--- src/rtl/axis_arb_pkg.sv ---
// axis_arb_pkg: shared FSM type, source limit and one-hot decode for the AXIS round-robin arbiter
package axis_arb_pkg;
    localparam int MAX_SRC = 16;
    localparam int IDX_W = $clog2(MAX_SRC);
    typedef enum logic {IDLE, PKT} state_t;
    function automatic logic [IDX_W-1:0] onehot_to_idx(input logic [MAX_SRC-1:0] oh);
        onehot_to_idx = '0;
        for (int i = 0; i < MAX_SRC; i++)
            if (oh[i]) onehot_to_idx = IDX_W'(i);
    endfunction
endpackage

--- src/rtl/rr_picker.sv ---
// rr_picker: one-hot pick of the first requester at or after ptr, wrapping modulo N
module rr_picker
    import axis_arb_pkg::*;
#(
    parameter int N = 4
) (
    input  logic [N-1:0]     req,
    input  logic [IDX_W-1:0] ptr,
    output logic [N-1:0]     pick
);
    // scan from farthest to nearest so the requester closest to ptr overwrites the rest
    always_comb begin
        pick = '0;
        for (int k = N - 1; k >= 0; k--)
            if (req[(int'(ptr) + k) % N]) pick = N'(1) << ((int'(ptr) + k) % N);
    end
endmodule

--- src/rtl/axis_rr_arbiter.sv ---
// axis_rr_arbiter: N-to-1 AXI-Stream arbiter, round-robin at packet granularity
module axis_rr_arbiter
    import axis_arb_pkg::*;
#(
    parameter int NUM_SRC = 4,
    parameter int DATA_W  = 32,
    parameter int ID_W    = 1,
    parameter int DEST_W  = 1,
    parameter int USER_W  = 1
) (
    input  logic                         aclk,
    input  logic                         areset,
    input  logic [NUM_SRC-1:0]           s_tvalid,
    output logic [NUM_SRC-1:0]           s_tready,
    input  logic [NUM_SRC*DATA_W-1:0]    s_tdata,
    input  logic [NUM_SRC*DATA_W/8-1:0]  s_tstrb,
    input  logic [NUM_SRC*DATA_W/8-1:0]  s_tkeep,
    input  logic [NUM_SRC-1:0]           s_tlast,
    input  logic [NUM_SRC*ID_W-1:0]      s_tid,
    input  logic [NUM_SRC*DEST_W-1:0]    s_tdest,
    input  logic [NUM_SRC*USER_W-1:0]    s_tuser,
    output logic                         m_tvalid,
    output logic [DATA_W-1:0]            m_tdata,
    output logic [DATA_W/8-1:0]          m_tstrb,
    output logic [DATA_W/8-1:0]          m_tkeep,
    output logic                         m_tlast,
    output logic [ID_W-1:0]              m_tid,
    output logic [DEST_W-1:0]            m_tdest,
    output logic [USER_W-1:0]            m_tuser,
    input  logic                         m_tready,
    output logic [NUM_SRC-1:0]           grant,
    output logic                         busy,
    output logic [31:0]                  pkt_count
);
    localparam int KW = DATA_W / 8;
    localparam logic [IDX_W-1:0] LAST = IDX_W'(NUM_SRC - 1);

    state_t             r_state, w_next;
    logic [NUM_SRC-1:0] r_grant, w_pick;
    logic [IDX_W-1:0]   r_ptr, w_gidx;
    logic [31:0]        r_cnt;
    logic               w_done;

    rr_picker #(.N(NUM_SRC)) u_pick (.req(s_tvalid), .ptr(r_ptr), .pick(w_pick));

    assign w_gidx    = onehot_to_idx(MAX_SRC'(r_grant));
    assign w_done    = m_tvalid && m_tready && m_tlast;
    assign s_tready  = r_grant & {NUM_SRC{m_tready}};
    assign grant     = r_grant;
    assign busy      = (r_state == PKT);
    assign pkt_count = r_cnt;

    // grant is zero outside PKT, so an AND-OR mux also zeroes the idle output
    always_comb begin
        m_tvalid = 1'b0;
        m_tdata  = '0;
        m_tstrb  = '0;
        m_tkeep  = '0;
        m_tlast  = 1'b0;
        m_tid    = '0;
        m_tdest  = '0;
        m_tuser  = '0;
        for (int i = 0; i < NUM_SRC; i++)
            if (r_grant[i]) begin
                m_tvalid = s_tvalid[i];
                m_tdata  = s_tdata[i*DATA_W +: DATA_W];
                m_tstrb  = s_tstrb[i*KW +: KW];
                m_tkeep  = s_tkeep[i*KW +: KW];
                m_tlast  = s_tlast[i];
                m_tid    = s_tid[i*ID_W +: ID_W];
                m_tdest  = s_tdest[i*DEST_W +: DEST_W];
                m_tuser  = s_tuser[i*USER_W +: USER_W];
            end
    end

    always_comb begin
        w_next = (r_state == IDLE) ? ((|s_tvalid) ? PKT : IDLE) : (w_done ? IDLE : PKT);
    end

    always_ff @(posedge aclk or posedge areset) begin
        if (areset) begin
            r_state <= IDLE;
            r_grant <= '0;
            r_ptr   <= '0;
            r_cnt   <= '0;
        end else begin
            r_state <= w_next;
            if (r_state == IDLE) begin
                r_grant <= w_pick;
            end else if (w_done) begin
                r_grant <= '0;
                r_ptr   <= (w_gidx == LAST) ? '0 : w_gidx + 1'b1;
                r_cnt   <= r_cnt + 32'd1;
            end
        end
    end
endmodule
--- config.mk ---
export PLATFORM = sky130hd
export DESIGN_NAME = axis_rr_arbiter
export DESIGN_NICKNAME = d
export VERILOG_FILES = /design/src/rtl/axis_arb_pkg.sv /design/src/rtl/rr_picker.sv /design/src/rtl/axis_rr_arbiter.sv
export SDC_FILE = /design/constraint.sdc
export NUM_CORES = 1
export LEC_CHECK = 0
export CORE_MARGIN = 4
export CORE_UTILIZATION = 31
export DETAILED_ROUTE_END_ITERATION = 6
export HOLD_SLACK_MARGIN = 0.12
export PLACE_DENSITY = 0.8
export SYNTH_ARGS = -nofsm -noshare
export SYNTH_HDL_FRONTEND = slang
export SYNTH_HIERARCHICAL = 1
export SYNTH_SLANG_ARGS = --single-unit
export TNS_END_PERCENT = 30
--- constraint.sdc ---
create_clock -name aclk -period 2.3 [get_ports aclk]
set_clock_uncertainty 0.15 [all_clocks]
set_input_delay 0.46 -clock aclk [delete_from_list [all_inputs] [get_ports aclk]]
set_output_delay 0.46 -clock aclk [all_outputs]
set_load 0.01 [all_outputs]
**After elaboration in Yosys (flattened, before gate mapping)**

Index checks and enable logic that the tools add are counted.

- Flip-flop bits (word level): 39
- Latch bits: 0
- Memory bits (writable): 0
- ROM bits: 0
- Bits of input ports: 183
- Word-level logic and storage cells: 86
- Memories kept: 0

- $add $sub $neg: 5
- Multipliers: 0
- Divide/modulo/power cells: 0
- Magnitude comparators: 4
- Equality and inequality tests: 2
- Shift-type cells: 4
- Mux-type cells: 56
- Bitwise logic cells: 4
- Reduce and logical (&&, ||, !) cells: 7

Operators with widths:

| operator | number |
|---|---|
| 2-to-1 mux 32 bit | 4 |
| left shift 1 x 32 -> 4 bit, first input constant | 3 |
| 2-to-1 mux 4 bit | 14 |
| adder 32 x 1 -> 32 bit, second input constant | 1 |
| 2-to-1 mux 1 bit | 31 |
| less-than comparator 3 x 4 -> 1 bit, second input constant | 3 |
| binary-select mux 1 bit (select 2 bit) | 4 |
| 2-to-1 mux 2 bit | 3 |
| OR reduction 2 bit | 3 |
| adder 2 x 1 -> 2 bit, second input constant | 2 |
| adder 2 bit, second input constant | 2 |
| bitwise AND 4 bit | 1 |
| == test 4 x 2 -> 1 bit, second input constant | 1 |
| OR reduction 4 bit | 1 |
| left shift 1 x 2 -> 4 bit, first input constant | 1 |
| bitwise AND 1 bit, first input constant | 3 |
| less-than comparator 2 x 3 -> 1 bit, second input constant | 1 |
| logical AND 1 bit | 2 |
| != test 2 x 1 -> 1 bit, second input constant | 1 |
| AND reduction 2 bit | 1 |

**Logic depth before layout (Yosys ltp)**

Gate-level depths: netlist of run 1.

- Depth after elaboration: 11
- Mapped depth: 9

**Cells and area by module**

The synthesis of run 1 kept the hierarchy.

By module, submodules not included:

| module | instances | cells an instance | area an instance (um^2) | sequential area each (um^2) |
|---|---|---|---|---|
| axis_rr_arbiter | 1 | 341 | 3062.9 | 975.9 |
| rr_picker | 1 | 47 | 412.9 | 0.0 |

**Least setup slack after synthesis of run 1**

OpenSTA, ideal clock, no wires.

- Path type: flip-flop to output port
- From: reg r_grant[3], in the netlist grant[3]
- To: out m_tdata[11]
- Data arrival time: 1.761 ns
- Data required time: 1.690 ns
- Slack: -0.071 ns
- Cell stages (with the launch flop): 7
- Path buffers: 2
- Path through: dfrtp_1 -> buf_4 -> or2_2 -> nor3b_2 -> clkbuf_1 -> a22oi_1 -> o21ai_0

- Cells in the longest elaborated chain, start to end: 1

Ends and longest elaborated chain:

| what | RTL line | RTL |
|---|---|---|
| from (decl) | axis_rr_arbiter.sv:39 | `logic [NUM_SRC-1:0] r_grant, w_pick;` |
| from (signal assigned) | axis_rr_arbiter.sv:89 | `r_grant <= w_pick;` |
| 2-to-1 mux 32 bit | axis_rr_arbiter.sv:64 | `if (r_grant[i]) begin` |
| to (decl) | axis_rr_arbiter.sv:23 | `output logic [DATA_W-1:0] m_tdata,` |

No other way between the ends.

**Final worst setup path of run 1**

- From: reg r_grant[2], in the netlist grant[2]
- To: out m_tdata[17]

- Cells in the longest elaborated chain, start to end: 2

Ends and longest elaborated chain:

| what | RTL line |
|---|---|
| 2-to-1 mux 32 bit (2 in series) | axis_rr_arbiter.sv:64 |

No other way between the ends.

==> results of run 1 <==
-- per-stage QoR --
step / utilization [%] / hold WS [ns]
6_report: 61.3 / 0.318
5_1_grt: 61.3 / 0.353
4_1_cts: 60.1 / 0.321
3_5_place_dp: 59.5 / 0.306
3_3_place_gp: 59.5 / 0.305
2_1_floorplan: - / 0.354
-- final cells by class --
type	instances	area share, %
clock inverter	2	0.525
sequential	39	14.7
inverter	13	0.732
clock buffer	6	1.24
multi-input combinational	303	35.8
timing repair buffer	311	44.4
tap	140	2.63
-- path summary, 6_finish.rpt --
kind | end | slack (ns) | depth (start not counted)
worst max-delay path | m_tdata[17] | -0.20 | 8
worst min-delay path | pkt_count[31] | 0.32 | 1
worst max register to register | pkt_count[30] | 0.07 | 8
worst min register to register | pkt_count[31] | 0.32 | 1
max in group asynchronous | grant[3] | 1.19 | 3
min in group asynchronous | pkt_count[23] | 0.44 | 3
-- timing repair --
action | 4_1_cts | 5_1_grt
pin swaps | 2 | 3
resized for setup | 239 | 32
gates cloned | 2 | 2
buffers inserted | 3 | 3
endpoints found under the setup margin | 56 | 57
-- power by group --
part | leakage [uW] | total (uW) | internal, uW | switching, uW
combinational | 0.00215 | 4240 | 2070 | 2160
sequential | 0.000510 | 853 | 766 | 86.9
clock | 0.0000612 | 599 | 351 | 247
total | 0.00272 | 5690 | 3190 | 2500
-- per-layer routing --
| layer | track usage [%] | vias up |
|---|---|---|
| met5 | 0 | - |
| met4 | 6.57 | 0 |
| met3 | 4.93 | 34 |
| met2 | 40.6 | 197 |
| met1 | 27.7 | 2141 |
| li1 | - | 2054 |
-- layout by cell type, fill, tap and decap left out, types with 5 or more instances in the layout --
| master | count |
|---|---|
| clkdlybuf4s50_1 | 220 |
| a22oi_2 | 10 |
| and2_1 | 5 |
| ha_1 | 10 |
| nand4_1 | 10 |
| nor2_1 | 9 |
| nand2_1 | 23 |
| o21ai_0 | 7 |
| xor2_1 | 15 |
| xnor2_1 | 16 |
| nand3_1 | 12 |
| buf_12 | 5 |
| buf_4 | 26 |
| buf_2 | 41 |
| o21ai_1 | 34 |
| and3_1 | 5 |
| inv_1 | 13 |
| a22oi_1 | 76 |
| dfrtp_1 | 37 |
| clkbuf_8 | 6 |
| buf_6 | 8 |
| o22ai_1 | 9 |
-- registers in the layout, summed over array words and instances (netlist names) --
name / cells
busy: 1
r_ptr: 2
pkt_count: 32
grant: 4
==> flow_summary.toml, run 1 <==
[yosys]
avgSynthCellArea_um2 = 8.97
synth_area_um2 = 3470
ys_warn_count = 6
syn-num-nets = 580
syn_inst = 387

[critical_path]
cp_top_family = "buffers and inverters"
crit_buf_inv = 4
crit_chain = "or2_4 -> nor3b_4 -> buf_6 -> buf_6 -> clkbuf_16 -> a22oi_1 -> o21ai_0 -> buf_2"
required_ns = 1.69
end_kind = "output port"
crit_arrival_ns = 1.89
cpMostUsedCell = "buf_6"
r2r_start = "grant[1]"
crit_start = "grant[2]"
critical_path_class = "flop to output port"
start_kind = "flop"
max_stage_delay_ns = 0.40
crit_fanout = 7
cp_slowest_cell = "dfrtp_2"

[routing]
wire_per_inst_um = 19.4
met3_length_um = 968
drc_errors = 0
dr_wl_met2_um = 8270
drtAntennaViolNets = 0
drt_iter0_markers = 301
drt-met1-wl_um = 6120
first_pass_iters = 5
top_layer = "met4"
routed_wl_um = 15800
num_vias = 4426
via_per_inst = 5.44

[timing]
fmax_mhz = 399
setup_ws_ns = -0.204
relSlewSlack_pct = 67.2
period_needed_ns = 2.50
rsz0062_at_grt = "true"
setup_viol = 44
tns_ns = -6.54
drv_slew = 0
worst_pin_slew_ns = 0.492
fin_crit_sh_pct = 109
final_hold_viol_count = 0

[final_layout]
n_antenna_cell = 0
nets = 866
multiInputGateArea_um2 = 2390
finalInstanceArea_um2 = 6670
drive_gt1_share_pct = 20.9
fill_cells = 927
area_delta_synth_final_pct = 92.1
final_cells = 814
ff_latch_area_um2 = 978

[pwr]
total_power_uw = 5690
power.density_nw_per_um2 = 853
p_leak_uw = 0.00272
vdd_drop_max_v = 0.000513

[global_route]
grtUsageTotal_pct = 22.8
grt_pass1_vias = 4503
grt_max_degree = 47
antenna_found_initial = 0
grt_pass1_wl_um = 23600
overflow = 0

[cts]
cts_tree = "yes"
root_buffer = "clkbuf_8"
cts_buffers = 5
clockBufferDepth = 2
clock_sinks = 39
clock_latency_ns = 0.29
cts.hold.buffers_added = 0
clk_pin_slew_ns = 0.08
ctsHtreeMaxLevel = 2

[floorplan]
start_util_pct = 31.9
rows = 38
die_h_um = 114
die_area_um2 = 13000
core-area_um2 = 10900
die_w_um = 114
io_pins = 269

[status]
violations = "setup timing"
status = "finished, violations left"

[placement]
place_congestion = 0.868
post-place-ws_ns = -0.371
dp_hpwl_um = 12600
dp_cells = 796
placed_cell_area_um2 = 6470
port_buffers = 268

[job]
cap_violations = 0

[min_path]
min_from = "pkt_count[31]"
hold_class = "flop to flop"
(Power assumes the default switching activity.)
==> inputs of run 2 (changes only) <==
--- a/config.mk
+++ b/config.mk
@@ -5,6 +5,7 @@
 export SDC_FILE = /design/constraint.sdc
 export NUM_CORES = 1
 export LEC_CHECK = 0
+export CAP_MARGIN = 5
 export CORE_MARGIN = 4
 export CORE_UTILIZATION = 31
 export DETAILED_ROUTE_END_ITERATION = 6
==> results of run 2 <==
Final layout, timing and power as in run 1 (identical DEF).
